`src/rtl/adder_pkg.sv`:
```
// adder_pkg: shared FSM encoding and width helper
// for the chunked serial adder.
package adder_pkg;

  typedef enum logic [1:0] {
    IDLE = 2'd0,
    RUN  = 2'd1,
    DONE = 2'd2
  } state_t;

  // ceil(log2(n)), never below 1 bit
  function automatic int clog2w(input int n);
    int r;
    r = 0;
    while ((1 << r) < n) r++;
    return (r < 1) ? 1 : r;
  endfunction

endpackage

```
`src/rtl/fa_cell.sv`:
```
// fa_cell: 1-bit full adder, one link of the
// per-cycle ripple chain.
module fa_cell (
  input  logic a,
  input  logic b,
  input  logic ci,
  output logic s,
  output logic co
);

  assign s  = a ^ b ^ ci;
  assign co = (a & b) | (ci & (a ^ b));

endmodule

```
`src/rtl/serial_chunk_adder.sv`:
```
// serial_chunk_adder: WIDTH-bit add done CHUNK bits
// per cycle, carry held in a register between chunks.
module serial_chunk_adder
  import adder_pkg::*;
#(
  parameter int WIDTH = 16,
  parameter int CHUNK = 4
) (
  input  logic             clk,
  input  logic             rst,
  input  logic             in_valid,
  output logic             in_ready,
  input  logic [WIDTH-1:0] a,
  input  logic [WIDTH-1:0] b,
  input  logic             ci,
  output logic             out_valid,
  input  logic             out_ready,
  output logic [WIDTH-1:0] sum,
  output logic             cout,
  output logic             ovf
);

  if (CHUNK < 1 || (WIDTH % CHUNK) != 0) begin : g_bad
    $error("serial_chunk_adder: WIDTH must be a multiple of CHUNK >= 1");
  end

  localparam int NCHUNK = WIDTH / CHUNK;
  localparam int IW = clog2w(NCHUNK);
  localparam logic [IW-1:0] LAST = IW'(NCHUNK - 1);

  state_t state_q;
  state_t state_d;

  logic [WIDTH-1:0] a_q;
  logic [WIDTH-1:0] b_q;
  logic [WIDTH-1:0] sum_q;
  logic [IW-1:0]    idx_q;
  logic             carry_q;
  logic             cout_q;
  logic             ovf_q;

  logic [31:0]      off;
  logic [CHUNK-1:0] ca;
  logic [CHUNK-1:0] cb;
  logic [CHUNK-1:0] cs;
  logic [CHUNK:0]   cc;
  logic             last;

  // chunk operand select: a mux on the chunk index
  assign off  = 32'(idx_q) * 32'(CHUNK);
  assign ca   = a_q[off +: CHUNK];
  assign cb   = b_q[off +: CHUNK];
  assign cc[0] = carry_q;
  assign last = (idx_q == LAST);

  for (genvar i = 0; i < CHUNK; i++) begin : g_chain
    fa_cell u_fa (
      .a  (ca[i]),
      .b  (cb[i]),
      .ci (cc[i]),
      .s  (cs[i]),
      .co (cc[i+1])
    );
  end

  // next-state and handshake outputs
  always_comb begin
    state_d   = state_q;
    in_ready  = 1'b0;
    out_valid = 1'b0;
    unique case (1'b1)
      (state_q == IDLE): begin
        in_ready = 1'b1;
        if (in_valid) state_d = RUN;
      end
      (state_q == RUN): begin
        if (last) state_d = DONE;
      end
      (state_q == DONE): begin
        out_valid = 1'b1;
        if (out_ready) state_d = IDLE;
      end
      default: state_d = IDLE;
    endcase
  end

  // all state: operands, carry, index, result, flags
  always_ff @(posedge clk or posedge rst) begin
    if (rst) begin
      state_q <= IDLE;
      a_q     <= '0;
      b_q     <= '0;
      sum_q   <= '0;
      idx_q   <= '0;
      carry_q <= 1'b0;
      cout_q  <= 1'b0;
      ovf_q   <= 1'b0;
    end else begin
      state_q <= state_d;
      if (state_q == IDLE && in_valid) begin
        a_q     <= a;
        b_q     <= b;
        carry_q <= ci;
        idx_q   <= '0;
      end
      if (state_q == RUN) begin
        sum_q[off +: CHUNK] <= cs;
        carry_q <= cc[CHUNK];
        idx_q   <= idx_q + IW'(1);
        if (last) begin
          cout_q <= cc[CHUNK];
          ovf_q  <= cc[CHUNK] ^ cc[CHUNK-1];
        end
      end
    end
  end

  assign sum  = sum_q;
  assign cout = cout_q;
  assign ovf  = ovf_q;

endmodule

```
`config.mk`:
```
export PLATFORM = sky130hd
export DESIGN_NAME = serial_chunk_adder
export DESIGN_NICKNAME = d
export VERILOG_FILES = /design/src/rtl/adder_pkg.sv /design/src/rtl/fa_cell.sv /design/src/rtl/serial_chunk_adder.sv
export SDC_FILE = /design/constraint.sdc
export NUM_CORES = 1
export LEC_CHECK = 0
export CORE_ASPECT_RATIO = 0.9
export CORE_MARGIN = 2
export CORE_UTILIZATION = 51
export DETAILED_ROUTE_END_ITERATION = 12
export HOLD_SLACK_MARGIN = 0.06
export PLACE_DENSITY = 0.8
export SYNTH_ARGS = -nofsm -noshare
export SYNTH_HDL_FRONTEND = slang
export SYNTH_SLANG_ARGS = --single-unit
export TNS_END_PERCENT = 10
```
`constraint.sdc`:
```
create_clock -name clk -period 4.25 [get_ports clk]
set_input_delay 0.85 -clock clk [delete_from_list [all_inputs] [get_ports clk]]
set_output_delay 0.85 -clock clk [all_outputs]
set_load 0.05 [all_outputs]
```
# Word-level counts from Yosys, hierarchy flattened
# Cells that the tools add are included.
[totals] register_bits=55 latch_bits=0 ramBits=0 mem_bits_ro=0 out_inout_bits=20 wordCells=57 memories=0
[classes] n_addsub=2 n_mul=0 n_div=0 n_lt_le_gt_ge=0 eq_ne=6 n_shift=4 muxes=11 n_bitwise=21 reduce_logical=5
[op_table] operator="negator 4 -> 34 bit" count=1
[op_table] operator="variable shift 4 x 34 -> 16 bit (first input constant)" count=1
[op_table] operator="variable part select 4 x 34 -> 16 bit" count=1
[op_table] operator="variable part select 16 x 5 -> 4 bit" count=2
[op_table] operator="bitwise mux 16 bit" count=1
[op_table] operator="two-way mux 2 bit" count=5
[op_table] operator="XOR 1 bit" count=9
[op_table] operator="bitwise AND 1 bit" count=8
[op_table] operator="!= test 2 bit (second input constant)" count=3
[op_table] operator="one-hot mux 2 bit (3 select lines)" count=1
[op_table] operator="equality test 2 bit (second input constant)" count=2
[op_table] operator="two-way mux 1 bit" count=4
[op_table] operator="OR 1 bit" count=4
[op_table] operator="AND reduction 3 bit" count=1
[op_table] operator="adder 2 x 1 -> 2 bit (second input constant)" count=1
[op_table] operator="equality test 2 x 1 -> 1 bit (second input constant)" count=1
[op_table] operator="logical NOT 2 bit" count=1
[op_table] operator="AND reduction 2 bit" count=1
[op_table] operator="nonzero test 2 bit" count=1
[op_table] operator="logical AND 1 bit" count=1

# Depth between registers and ports, before layout
[depth] ltp_word=11 ltp_mapped=10 mapped_depth_nobuf=9

# Cells and area by module
# A second synthesis with hierarchy kept.
[unflattened] hier_cells=189 hier_area_um2=2562.5
[modules_own_cells] module="serial_chunk_adder" instances=1 cells_each=185 area_each_um2=2482.4 seq_area_each_um2=1376.3
[modules_own_cells] module="fa_cell" instances=4 cells_each=1 area_each_um2=20.0 seq_area_each_um2=0.0

# Worst setup path before layout
# OpenSTA, ideal clock, no wires.
[synth_timing] path_type="register to register" start="register idx_q[1]" end="register sum_q[7], in the netlist sum[7]" t_arrival_ns=2.846 required_ns=4.125 path_slack_ns=1.279 stages_incl_launch_ff=11 n_path_buf=1 period_less_slack_ns=2.971 cell_sequence="dfrtp_1 > buf_2 > mux4_2 > inv_1 > fa_1 > fa_1 > inv_1 > fa_1 > fa_1 > and4b_1 > mux2_2"
[synth_between] elab_chain_len=11 elab_cells_between_ends=23
[synth_lines] item="start, declared" line="serial_chunk_adder.sv:37" rtl="logic [IW-1:0] idx_q;"
[synth_lines] item="start signal, assigned" line="serial_chunk_adder.sv:109" rtl="idx_q <= idx_q + IW'(1);"
[synth_lines] item="variable part select 16 x 5 -> 4 bit, on equally long branches" line="serial_chunk_adder.sv:51, serial_chunk_adder.sv:52"
[synth_lines] item="XOR 1 bit" line="fa_cell.sv:11, fa_cell.sv:12"
[synth_lines] item="bitwise AND 1 bit" line="fa_cell.sv:12" rtl="assign co = (a & b) | (ci & (a ^ b));"
[synth_lines] item="OR 1 bit" line="fa_cell.sv:12"
[synth_lines] item="bitwise AND 1 bit" line="fa_cell.sv:12"
[synth_lines] item="OR 1 bit" line="fa_cell.sv:12"
[synth_lines] item="bitwise AND 1 bit" line="fa_cell.sv:12"
[synth_lines] item="OR 1 bit" line="fa_cell.sv:12"
[synth_lines] item="XOR 1 bit" line="fa_cell.sv:11" rtl="assign s = a ^ b ^ ci;"
[synth_lines] item="variable part select 4 x 34 -> 16 bit" line="serial_chunk_adder.sv:107" rtl="sum_q[off +: CHUNK] <= cs;"
[synth_lines] item="bitwise mux 16 bit *" line="serial_chunk_adder.sv:107"
[synth_lines] item="end signal, assigned by index" line="serial_chunk_adder.sv:107"
[synth_lines] item="end, declared" line="serial_chunk_adder.sv:36" rtl="logic [WIDTH-1:0] sum_q;"
# Mark *: on every way between the ends. The rest lies on a longest branch, timed or not.
# A chain may end at the register's enable or synchronous reset.

# Final worst setup path
# Same ends and word-level chain as after synthesis.

==> impl_results.md <==
* Status: completed
* Std cell rows at 25
* Adder-cell share of the synthesized area at 0.0577
* Power Density at a little under 900 nW/um^2
* Final hold vios at 0
* Measured slew at the worst slew-check pin at between 0.7 and 0.8 ns
* Fin crit share at 0.746
* Cell Int Power at between 1.5 and 2 mW
* Die H at roughly 73 um
* Cell Area, Synth at 2690 um^2
* CP dominant cell by count: fa_1
* Wirelength per Cell at roughly 16 um
* TNS Setup at 0 ns
* Sequential power share at 0.324
* Leakage at 1.43 nW
* First-pass iteration count of the detailed router at 4
* Post-synth EDFFs at 0
* Hold WC Path Type: reg -> reg
* Sw frac at 0.417
* Total number of vias at around 1700
* Routed Wire Length at just under 5000 um
* Max-cap violations at 0
* Synth Area per Inst at roughly 15 um^2
* CTS Buffer Depth at 2
* H-tree levels at 2
* Final GP Congestion at ~0.78
* Arrival time worst endpoint at roughly 3.4 ns
* First-pass GRT wire length at 8100 um
* Setup crit end kind: flip-flop
* Logic pwr share at 0.583
* Reg2reg end: sum[7]
* Origin of the critical flop-to-flop path: idx_q[1]
* Cts bufs inserted at 5
* CTS clock-pin slew for the worst setup and hold paths at 0.09 ns
* Flops & latches, synth at 55
* Max_slew headroom at 0.498
* Max incr delay on CP at 0.66 ns
* Main flop type after synthesis: dfrtp_1
* I/O Buffers at between 50 and 60
* Worst Path Class, Setup: reg -> reg
* Yosys warnings at 0
* CP Max Fanout at 12
* # fillers at about 410
* Post-route minimum period at 3.17 ns
* Xor/xnor share of the synthesized area at 0.00326
* R2r setup slk at between 1 and 1.5 ns
* Skew-Pair Late Insertion Delay at slightly above 0.3 ns
* Largest net degree at the start of global routing at 38
* IO Pins at 57
* Grt ovf at 0
* Share of layout cells above drive strength 1 at 0.269
* CTS tree: built
* Vias per cell at between 5 and 6
* Die area at about 5900 um^2
* Post-Layout Cell Count at 305
* Diode count at 0
* Net Sw Power at approximately 1.2 mW
* Hold endpoint: sum[8]
* Seq. cell area at around 1400 um^2
* Number of cells after detailed placement at ~300
* Clock Sinks at 55
* Post-synthesis compound-gate area fraction at 0.0358
* Register-to-Register Path Depth at 9
* Crit path cell chain: mux4_2 -> inv_1 -> fa_1 -> fa_1 -> inv_1 -> fa_1 -> fa_1 -> and4b_1 -> mux2_2
* Clock skew at around 0.0037 ns
* Final nets at 284
* Synth Instances at between 150 and 200
* Hold Path Depth at 1
* Synthesized Nets at around 230
* Post-CTS sizing at 0
* Worst ir drop on vdd at about 0.43 mV
* CTS Hold Bufs at 0
* Area grow syn2layout at 25.3%
* Synth area leaders: dfrtp_1 (51%), mux2_2 (18%), mux4_2 (6.7%)
* Starting Density at 0.521
* RSZ-0062 raised after global routing: false
* HPWL Detailed at about 3700 um
* Post-synthesis sequential area ratio at 0.512
* Core Region at approximately 5200 um^2
* Post-synth ARST share at 1.00
* Fin. max-slew vios at 0
* Die width at roughly 81 um
* Initial antenna violation count at 0
* Most frequent cells in the layout: clkdlybuf4s50_1 (56), dfrtp_1 (55), mux2_2 (43)
* Max Fclk at approximately 320 MHz
* Post-synthesis mux area share at 0.255
* Initial drt markers at 42
* Slowest stage cell, crit path: dfrtp_1
* CTS Root Buffer Type: clkbuf_8
* CP Launch Type: flip-flop
* Most common cell after layout, fill and taps aside: clkdlybuf4s50_1
* Synth unique cells at 31
* Vias in the first global route at 1696
* Routed Antenna Nets at 0
* Setup violations, final at 0
* Largest family of logic cells by synthesized area: multiplexers
* Hold_sp: sum[8]
* Clock network fraction of total power at 0.093
* Setup Buffers After CTS at 0
* Synth area leader: dfrtp_1
* Simple-gate share of the synthesized area at 0.0935
* Yosys top cell area share at 0.512
* Remaining DRCs at 0
* Area of the multi-input gates at 1200 um^2
* Worst Path Required at 4.45 ns
* Total track usage at 0.185
## metal layers
| metal | wire length [um] | track usage | part of all wire |
|---|---|---|---|
| met1 | 2220 | 0.243 | 0.45 |
| met2 | 2450 | 0.313 | 0.50 |
| met5 | 0 | 0 | 0 |
| met4 | 40 | 0.0452 | 0.0081 |
| met3 | 208 | 0.0433 | 0.042 |
## kinds of logic (layout without fill, tap and decap cells)
group / Yosys count / in the layout
xor+xnor: 1 / 1
compound gates: 11 / 11
flops: 55 / 55
mux: 53 / 53
simple gates: 30 / 30
fa+ha+maj: 10 / 10
buf+inv: 22 / 78
## worst max-delay path: cells and delay by family, from the launching register on
family | cells | cell delay (ns)
fa+ha+maj | 4 | 1.24
buf+inv | 2 | 0.13
mux | 2 | 0.81
simple gates | 1 | 0.22
flops | 1 | 0.66
## power by group through the flow
stage                     Sequential (mW)  Combinational, mW  Clock, mW
after global routing                 1.01               1.88      0.307
after floorplan                      1.13               1.14          0
final                               0.966               1.74      0.278
after detailed placement            0.984               1.76          0
after global placement              0.978               1.72          0
after CTS                           0.972               1.76      0.287
## synth_stat cells, types with 2 or more instances
library cell and instances:
a32o_1 6, buf_6 3, nor2b_1 4, buf_2 6, mux2_2 43, dfrtp_1 55
nor3b_1 2, inv_1 11, mux4_2 8, nor4bb_1 6, nand3b_1 4, and4b_1 2
fa_1 4, nor4b_1 3, ha_1 6, and2_1 2, nor2_1 2, mux2_1 2
## state kept, by name, summed over array words and instances, names as in the netlist
name and flops:
cout 1, ovf 1, carry_q 1, a_q 16, sum 16, state_q 2
b_q 16, idx_q 2
## metrics by stage
step / worst slack (ns) / total power, mW / cell area, um^2 / utilization / hold WS (ns)
finish: 1.08 / 2.98 / 3370 / 0.653 / 0.499
global route: 0.883 / 3.20 / 3370 / 0.653 / 0.515
CTS: 1.04 / 3.02 / 3370 / 0.653 / 0.506
detailed placement: 1.06 / 2.74 / 3280 / 0.636 / 0.485
global placement: 1.07 / 2.69 / 3280 / 0.636 / 0.481
floorplan: 1.28 / 2.27 / 2690 / - / 0.452
## layout make-up
| class | count | area share |
|---|---|---|
| Sequential cell | 55 | 0.409 |
| Multi-Input combinational cell | 105 | 0.356 |
| Timing Repair Buffer | 59 | 0.173 |
| Tap cell | 67 | 0.0249 |
| Clock buffer | 6 | 0.0215 |
| Inverter | 11 | 0.0123 |
| Clock inverter | 2 | 0.00371 |
## worst max-delay path by stage
stage / start / end / slack (ns) / depth (start not counted)
floorplan: idx_q[1] / sum[7] / 1.28 / 10
global placement: idx_q[1] / sum[7] / 1.07 / 9
detailed placement: idx_q[1] / sum[7] / 1.06 / 9
CTS: idx_q[1] / sum[7] / 1.04 / 9
global route: idx_q[1] / sum[3] / 0.88 / 9
finish: idx_q[1] / sum[7] / 1.08 / 9
Power figures use the tool's default switching activity.
